===== src/rtl/whistle_command_sequencer.sv =====
// Turns raw whistle detector pulses into one counted command per group of whistles.
// Synchronises and edge-detects the detector output, debounces with a hold-off, groups by window.
module whistle_command_sequencer #(
    parameter int unsigned HOLDOFF_CYCLES = 10_000_000,
    parameter int unsigned WINDOW_CYCLES  = 50_000_000,
    parameter int unsigned MAX_COUNT      = 4,
    parameter int unsigned CNT_W          = $clog2(MAX_COUNT + 1)
) (
    input  logic             CLOCK_50,
    input  logic             reset,
    input  logic             enable,
    input  logic             whistle_in,
    output logic             cmd_valid,
    input  logic             cmd_ready,
    output logic [CNT_W-1:0] cmd_count,
    output logic             cmd_sat,
    output logic             busy,
    output logic [7:0]       drop_count
);

    localparam int unsigned TimerMax = (HOLDOFF_CYCLES > WINDOW_CYCLES) ?
                                       HOLDOFF_CYCLES : WINDOW_CYCLES;
    localparam int unsigned TimerW   = $clog2(TimerMax + 1);

    localparam logic [TimerW-1:0] HoldLoad   = TimerW'(HOLDOFF_CYCLES - 1);
    localparam logic [TimerW-1:0] WindowLoad = TimerW'(WINDOW_CYCLES - 1);
    localparam logic [TimerW-1:0] TimerOne   = TimerW'(1);
    localparam logic [CNT_W-1:0]  CountMax   = CNT_W'(MAX_COUNT);
    localparam logic [CNT_W-1:0]  CountOne   = CNT_W'(1);

    typedef enum logic [1:0] {
        StIdle,
        StHoldoff,
        StWait,
        StEmit
    } state_e;

    logic sync1_q, sync2_q, sync3_q;
    logic whistle_event;

    state_e            state_q, state_d;
    logic [TimerW-1:0] timer_q, timer_d;
    logic [CNT_W-1:0]  count_q, count_d;
    logic              sat_q, sat_d;
    logic [CNT_W-1:0]  cmd_count_q, cmd_count_d;
    logic              cmd_sat_q, cmd_sat_d;
    logic [7:0]        drop_q, drop_d;
    logic              valid_q;
    logic              busy_q;

    // whistle_in is asynchronous; s3 only serves the rising-edge detect.
    always_ff @(posedge CLOCK_50 or posedge reset) begin
        if (reset) begin
            sync1_q <= 1'b0;
            sync2_q <= 1'b0;
            sync3_q <= 1'b0;
        end else begin
            sync1_q <= whistle_in;
            sync2_q <= sync1_q;
            sync3_q <= sync2_q;
        end
    end

    assign whistle_event = sync2_q & ~sync3_q;

    always_comb begin
        state_d     = state_q;
        timer_d     = timer_q;
        count_d     = count_q;
        sat_d       = sat_q;
        cmd_count_d = cmd_count_q;
        cmd_sat_d   = cmd_sat_q;
        drop_d      = drop_q;

        unique case (state_q)
            StIdle: begin
                if (whistle_event && enable) begin
                    count_d = CountOne;
                    sat_d   = 1'b0;
                    timer_d = HoldLoad;
                    state_d = StHoldoff;
                end
            end
            StHoldoff: begin
                if (!enable) begin
                    state_d = StIdle;
                end else if (timer_q == '0) begin
                    timer_d = WindowLoad;
                    state_d = StWait;
                end else begin
                    timer_d = timer_q - TimerOne;
                end
            end
            StWait: begin
                // A whistle arriving on the last window cycle still extends the group.
                if (!enable) begin
                    state_d = StIdle;
                end else if (whistle_event) begin
                    if (count_q >= CountMax - CountOne) begin
                        count_d = CountMax;
                        sat_d   = 1'b1;
                    end else begin
                        count_d = count_q + CountOne;
                    end
                    timer_d = HoldLoad;
                    state_d = StHoldoff;
                end else if (timer_q == '0) begin
                    cmd_count_d = count_q;
                    cmd_sat_d   = sat_q;
                    state_d     = StEmit;
                end else begin
                    timer_d = timer_q - TimerOne;
                end
            end
            StEmit: begin
                if (valid_q && cmd_ready) begin
                    state_d = StIdle;
                end
            end
            default: state_d = StIdle;
        endcase

        // Whistles while a command is pending are lost, including on the transfer cycle.
        if (state_q == StEmit && whistle_event && drop_q != 8'hFF) begin
            drop_d = drop_q + 8'd1;
        end
    end

    always_ff @(posedge CLOCK_50 or posedge reset) begin
        if (reset) begin
            state_q     <= StIdle;
            timer_q     <= '0;
            count_q     <= '0;
            sat_q       <= 1'b0;
            cmd_count_q <= '0;
            cmd_sat_q   <= 1'b0;
            drop_q      <= 8'd0;
            valid_q     <= 1'b0;
            busy_q      <= 1'b0;
        end else begin
            state_q     <= state_d;
            timer_q     <= timer_d;
            count_q     <= count_d;
            sat_q       <= sat_d;
            cmd_count_q <= cmd_count_d;
            cmd_sat_q   <= cmd_sat_d;
            drop_q      <= drop_d;
            valid_q     <= (state_d == StEmit);
            busy_q      <= (state_d != StIdle);
        end
    end

    assign cmd_valid  = valid_q;
    assign cmd_count  = cmd_count_q;
    assign cmd_sat    = cmd_sat_q;
    assign busy       = busy_q;
    assign drop_count = drop_q;

endmodule


===== config.mk =====
export PLATFORM = sky130hd
export DESIGN_NAME = whistle_command_sequencer
export DESIGN_NICKNAME = d
export VERILOG_FILES = /design/src/rtl/whistle_command_sequencer.sv
export SDC_FILE = /design/constraint.sdc
export NUM_CORES = 1
export LEC_CHECK = 0
export BUFFER_PORTS_ARGS = -buffer_cell sky130_fd_sc_hd__buf_2
export CAP_MARGIN = 20
export CORE_MARGIN = 1
export CORE_UTILIZATION = 55
export DETAILED_ROUTE_END_ITERATION = 8
export HOLD_SLACK_MARGIN = 0.15
export PLACE_DENSITY = 0.81
export SLEW_MARGIN = 10
export SYNTH_ARGS = -nofsm -noshare
export SYNTH_HDL_FRONTEND = slang
export SYNTH_SLANG_ARGS = --single-unit

===== constraint.sdc =====
create_clock -name CLOCK_50 -period 3.7 [get_ports CLOCK_50]
set_input_delay 0.74 -clock CLOCK_50 [delete_from_list [all_inputs] [get_ports CLOCK_50]]
set_output_delay 0.74 -clock CLOCK_50 [all_outputs]
set_load 0.005 [all_outputs]

==> out/results.tsv, run 1 <==
metric	value	unit
utilization	62.48	%
period_share	77.22	%
cts_tree	yes	
path_clk_slew	90	ps
cts_max_level	2	
worst_path_largest_cell_delay	800	ps
avgSynthCellArea	9.451	um2
r2r_setup_slack	840	ps
worstMarginPinSlew	965.1	ps
routabilityCongestion	0.9290	
drtAntennaViolNets	0	
num_rows	26	
layout-drive-gt1-share	16.06	%
setup-tns-final	0	ps
fin_crit	2857	ps
post_drt_via_cell_ratio	6.708	
crit_type	register to register	
drt_iter0_drc	370	
dp_slack	938.1	ps
initial_core_util	58.10	%
syn-num-nets	332	
hp-class	register to register	
drt_wl_total	7250	um
vdd_drop_max	0.0002674	V
switching_share	42.65	%
setup.worst_path.end_class	register	
synthCells	318	
startpoint	state_q[0]	
internal-power	0.0009584	W
cp_max_fo	15	
path_buf_inv	1	
syn_area	0.003005	mm2
hpwl	5015	um
grtUsageTotal	26.03	%
cts_setup_buffers	0	
synth_area_leader_cell	dfrtp_1	
p_comb_share	36.5	%
clock_power_share	19.7	%
fill_cells	423	
synth-seq-cells	49	
areaGrowthSynthToFinish	7.535	%
antenna_found_initial	0	
leakagePower	1.363	nW
max_freq	350.0	MHz
dieArea	0.005764	mm2
core_area	0.005172	mm2
slowest_stage	nor2_1	
grt_setup_unrepaired	no	
netlist-cell-type-count	64	
yosys-top-cells-area	dfrtp_1 41%, a21oi_1 4.2%, ha_1 3.7%	
dr.pass1.iters	6	
n_antenna_cell	0	
synthArstFlopShare	100.0	%
crit_chain	inv_1 > ha_1 > nor3_1 > o21bai_2 > nor2_1 > a41oi_1	
clock_latency	310	ps
io_pins	19	
cts_resized	0	
p_seq_share	43.8	%
power.density	517.1	mW/mm2
synthFlopType	dfrtp_1	
arrival	2990	ps
hold_start	sync1_q	
cp_top_family	simple AND/OR/NAND/NOR gates	
io_buffers	18	
r2r_start	state_q[0]	
setup_viol	0	
clockRootBuffer	clkbuf_8	
worst_ep_required_time	3840	ps
grt_pass1_wl	12200	um
nets	343	
maxCapViolations	0	
cts_buffers	5	
grt-ovfl-total	0	
cp-start-kind	register	
netlist.area_leader.share	40.80	%
ctsHoldBuffers	0	
grt_max_degree	50	
timing.hold.ws	364.9	ps
clk_path_buf_depth	2	
wl_per_cell	18.13	um
status	completed	
p_sw	0.0007128	W
routed-via-count	2683	
post-route-drc-count	0	
chipWidth	75.92	um
first_global_vias	2445	
die_h	75.92	um
seq_area_frac_synth	40.80	%
hold_viol_final	0	
slew_viol_final	0	
total_power	0.001671	W
clock-sinks	49	
fin_worst_skew	11.25	ps
slew_headroom	35.43	%
yosys_warnings	0	
synth_edf_count	0	
fin_ws	842.9	ps
-- layout make-up --
type,instances,area [um2],share of cell area [%]
flip-flops and latches,49,1226,37.94
inverters,12,45.04,1.394
clock inverters,3,25.02,0.7743
repair buffers,19,110.1,3.407
clock buffers,5,68.82,2.129
well taps,70,87.58,2.710
multi-input cells,242,1669,51.65
-- sequential cells by signal, summed over array words and instances, names as in the netlist --
register    cells
timer_q        26
cmd_valid       1
sync2_q         1
sync1_q         1
state_q         2
sat_q           1
sync3_q         1
count_q         3
cmd_count       3
cmd_sat         1
busy            1
drop_count      8
-- power groups by stage --
stage               logic, W  clock network, W  registers (W)
finish              0.000609          0.000330       0.000732
global route        0.000667          0.000360       0.000748
CTS                 0.000589          0.000335       0.000727
detailed placement  0.000585                 0       0.000736
global placement    0.000563                 0       0.000732
floorplan           0.000487                 0       0.000693
-- cells in the mapped netlist (2+ instances only) --
cell	n
dfrtp_1	49
a21oi_1	25
nor3_1	22
nand2_1	20
nor2_1	18
nor4_1	13
inv_1	12
a211oi_1	11
a31oi_1	10
clkbuf_1	9
ha_1	9
a41oi_1	8
nand3_1	8
nand4_1	7
nand3b_1	6
o21ai_0	6
mux2_2	5
or3_1	5
and2_1	4
and4_1	4
buf_2	4
o31ai_1	4
xnor2_1	4
nor4_2	3
o22a_1	3
or4_1	3
xor2_1	3
a21o_1	2
buf_4	2
nand2b_1	2
nor2b_1	2
nor3_2	2
o32a_1	2
-- through the flow --
step / cells / instance area, um2
2_1_floorplan: 318 / 3005
3_3_place_gp: 391 / 3114
3_5_place_dp: 391 / 3114
4_1_cts: 399 / 3208
5_1_grt: 400 / 3232
6_report: 400 / 3232
-- metal layers --
metal / up-vias / part of all wire (%) / global-route usage (%)
met3: 22 / 7.3 / 4.699
met1: 1273 / 44 / 35.99
met4: 0 / 1.7 / 8.846
li1: 1247 / - / -
met2: 141 / 47 / 41.27
met5: - / 0 / 0
-- cells by family after synthesis --
kind of cell             share of synthesized area, %
AO/OA/AOI/OAI                                   19.78
XOR/XNOR                                        2.040
adder cells (fa/ha/maj)                         3.747
buffers and inverters                           3.788
flip-flops                                      40.80
multiplexers                                    2.206
AND/OR/NAND/NOR                                 27.64
-- cell usage in the layout, fill, tap and decap left out, types with 6 or more instances in the layout --
cell type,n
dfrtp_1,49
a21oi_1,25
nor3_1,22
nand2_1,20
nor2_1,18
buf_2,18
nor4_1,13
inv_1,11
a211oi_1,11
a31oi_1,10
ha_1,9
nand3_1,8
a41oi_1,8
nand4_1,7
o21ai_0,6
nand3b_1,6
-- worst reg2reg max path, stage by stage, from the launching register on --
cell      delay (ps)
dfrtp_1          440
inv_1            110
ha_1             370
nor3_1           460
o21bai_2         250
nor2_1           810
a41oi_1          250
-- path summary, 6_finish.rpt --
| kind | cells past startpoint | end |
|---|---|---|
| worst max-delay path | 6 | timer_q[20] |
| worst min-delay path | 0 | sync2_q |
| worst max register to register | 6 | timer_q[20] |
| worst min register to register | 0 | sync2_q |
| max in group asynchronous | 3 | timer_q[9] |
| min in group asynchronous | 2 | drop_count[3] |
Power figures use the tool's default switching activity.
==> inputs of run 2 (changes only) <==
==> constraint.sdc (replaced) <==
create_clock -name CLOCK_50 -period 2.9 [get_ports CLOCK_50]
set_input_delay 0.58 -clock CLOCK_50 [delete_from_list [all_inputs] [get_ports CLOCK_50]]
set_output_delay 0.58 -clock CLOCK_50 [all_outputs]
set_load 0.005 [all_outputs]
==> out/results.tsv, run 2 (synthesis results as in run 1) <==
metric	value	unit	change
status	finished with violations		
violations	design-rule violations		
layout-drive-gt1-share	17.51	%	+1.4 points
setup.worst_path.end_class	register		
dp_slack	228.3	ps	-709.8 ps
cp_top_family	simple AND/OR/NAND/NOR gates		
core_area	0.005172	mm2	unchanged
cp_max_fo	15		unchanged
num_rows	26		unchanged
dieArea	0.005764	mm2	unchanged
fill_cells	435		+2.8%
slew_viol_final	0		unchanged
crit_type	register to register		
grt_setup_unrepaired	no		
largest_reg_flops	26		unchanged
worst_ep_required_time	3130	ps	-710 ps
grtUsageTotal	26.58	%	+0.55 points
drt_iter0_drc	259		-30%
max_freq	387.7	MHz	+11%
drt_wl_total	7028	um	-3.1%
hold_viol_final	0		unchanged
fin_cells	407		+1.8%
utilization	63.28	%	+0.80 points
routabilityCongestion	0.8850		-4.7%
final_common_cell	dfrtp_1		
chipWidth	75.92	um	unchanged
initial_core_util	58.10	%	unchanged
post-route-drc-count	1		+1
power.density	652.5	mW/mm2	+26%
clock_latency	310	ps	about the same
fin_crit	2579	ps	-278.0 ps
period_share	88.93	%	+12 points
vdd_drop_max	0.0002851	V	+6.6%
slew_headroom	38.54	%	+3.1 points
timing.hold.ws	359.2	ps	-5.733 ps
placed_cells	398		+1.8%
antenna_found_initial	0		unchanged
regMostFlops	timer_q		
hold_start	sync1_q		
drtAntennaViolNets	0		unchanged
setup-tns-final	0	ps	unchanged
dr.pass1.iters	9		+3
areaGrowthSynthToFinish	8.909	%	
n_antenna_cell	0		unchanged
slowest_stage	nor2_1		
grt_max_degree	44		-12%
cp-start-kind	register		
hp-class	register to register		
clk_path_buf_depth	2		unchanged
clockRootBuffer	clkbuf_8		
hpwl	5079	um	+1.3%
cts_setup_buffers	0		unchanged
cts_buffers	5		unchanged
crit_chain	inv_1 > ha_1 > a21oi_1 > nor2_1 > o21ai_0 > a2bb2oi_1		
layout_common_cells	49 x dfrtp_1, 25 x a21oi_1, 22 x nor3_1, 20 x nand2_1, 18 x buf_2		
cts_tree	yes		
arrival	2810	ps	-180 ps
nets	350		+2.0%
post_drt_via_cell_ratio	6.658		-0.73%
grt-ovfl-total	0		unchanged
io_pins	19		unchanged
die_h	75.92	um	unchanged
fin_worst_skew	8.336	ps	-2.915 ps
fin_ws	320.9	ps	-522.0 ps
leakagePower	1.390	nW	+2.0%
routed-via-count	2710		+1.0%
startpoint	state_q[0]		
path_buf_inv	1		unchanged
cts_max_level	2		unchanged
worst_path_largest_cell_delay	760	ps	-40 ps
maxCapViolations	0		unchanged
io_buffers	18		unchanged
setup_viol	0		unchanged
path_clk_slew	100	ps	about the same
wl_per_cell	17.27	um	-4.7%
worstMarginPinSlew	918.6	ps	-46.49 ps
clock-sinks	49		unchanged
grt_pass1_wl	12250	um	+0.45%
r2r_start	state_q[0]		
first_global_vias	2484		+1.6%
==> run 2: changes by cell type in the layout (fill, tap and decap cells not counted), sizes merged <==
cell         previous run  this run
clkinv                  1         0
inv                    13        14
buf                    19        25
dlygate4sd3             0         1
==> run 2: final cells by class <==
class / instances / area, um2 / share of cell area, %
Sequential cell: 49 / 1226 / 37.46
Clock buffer: 5 / 68.82 / 2.102
Tap cell: 70 / 87.58 / 2.676
Clock inverter: 3 / 25.02 / 0.7645
Timing Repair Buffer: 26 / 152.6 / 4.664
Multi-Input combinational cell: 242 / 1668 / 50.96
Inverter: 12 / 45.04 / 1.376
==> run 2: metal layers <==
layer / track usage, % / vias to the layer above / routed length, um / part of all wire (%)
met5: 0 / - / 0 / 0
met4: 10.38 / 0 / 121 / 1.7
met3: 5.783 / 13 / 489 / 7.0
met2: 41.27 / 107 / 3354 / 48
met1: 36.31 / 1317 / 3062 / 44
li1: - / 1273 / - / -
==> run 2: final timing paths <==
check | to | slack [ps] | cells after the start
setup reg to reg | timer_q[25] | 320 | 6
max in group asynchronous | timer_q[10] | 1480 | 4
hold reg to reg | sync2_q | 360 | 0
min in group asynchronous | sync1_q | 670 | 3
setup / recovery | timer_q[25] | 320 | 6
hold / removal | sync2_q | 360 | 0
==> run 2: worst register-to-register path, stage by stage (launching register included) <==
cell       delay [ps]
dfrtp_1           450
inv_1             140
ha_1              460
a21oi_1           270
nor2_1            760
o21ai_0           200
a2bb2oi_1         220
==> run 2: report_power, final <==
group | switching [W] | internal, W | leakage [nW]
Clock | 0.000253 | 0.000176 | 0.0452
Combinational | 0.000486 | 0.000289 | 0.726
Sequential | 0.000152 | 0.000779 | 0.619
==> run 2: stage by stage <==
step	instance area (um2)	total power, W
after floorplan	3005	0.001506
after global placement	3167	0.001669
after detailed placement	3167	0.001700
after CTS	3271	0.002130
after global routing	3273	0.002285
final	3273	0.002136
==> run 2: repair_timing <==
item                                    4_1_cts  5_1_grt
hold buffers                                  1        0
resized for setup                             0        1
endpoints found under the setup margin        0        2
hold endpoints to repair                      6        0
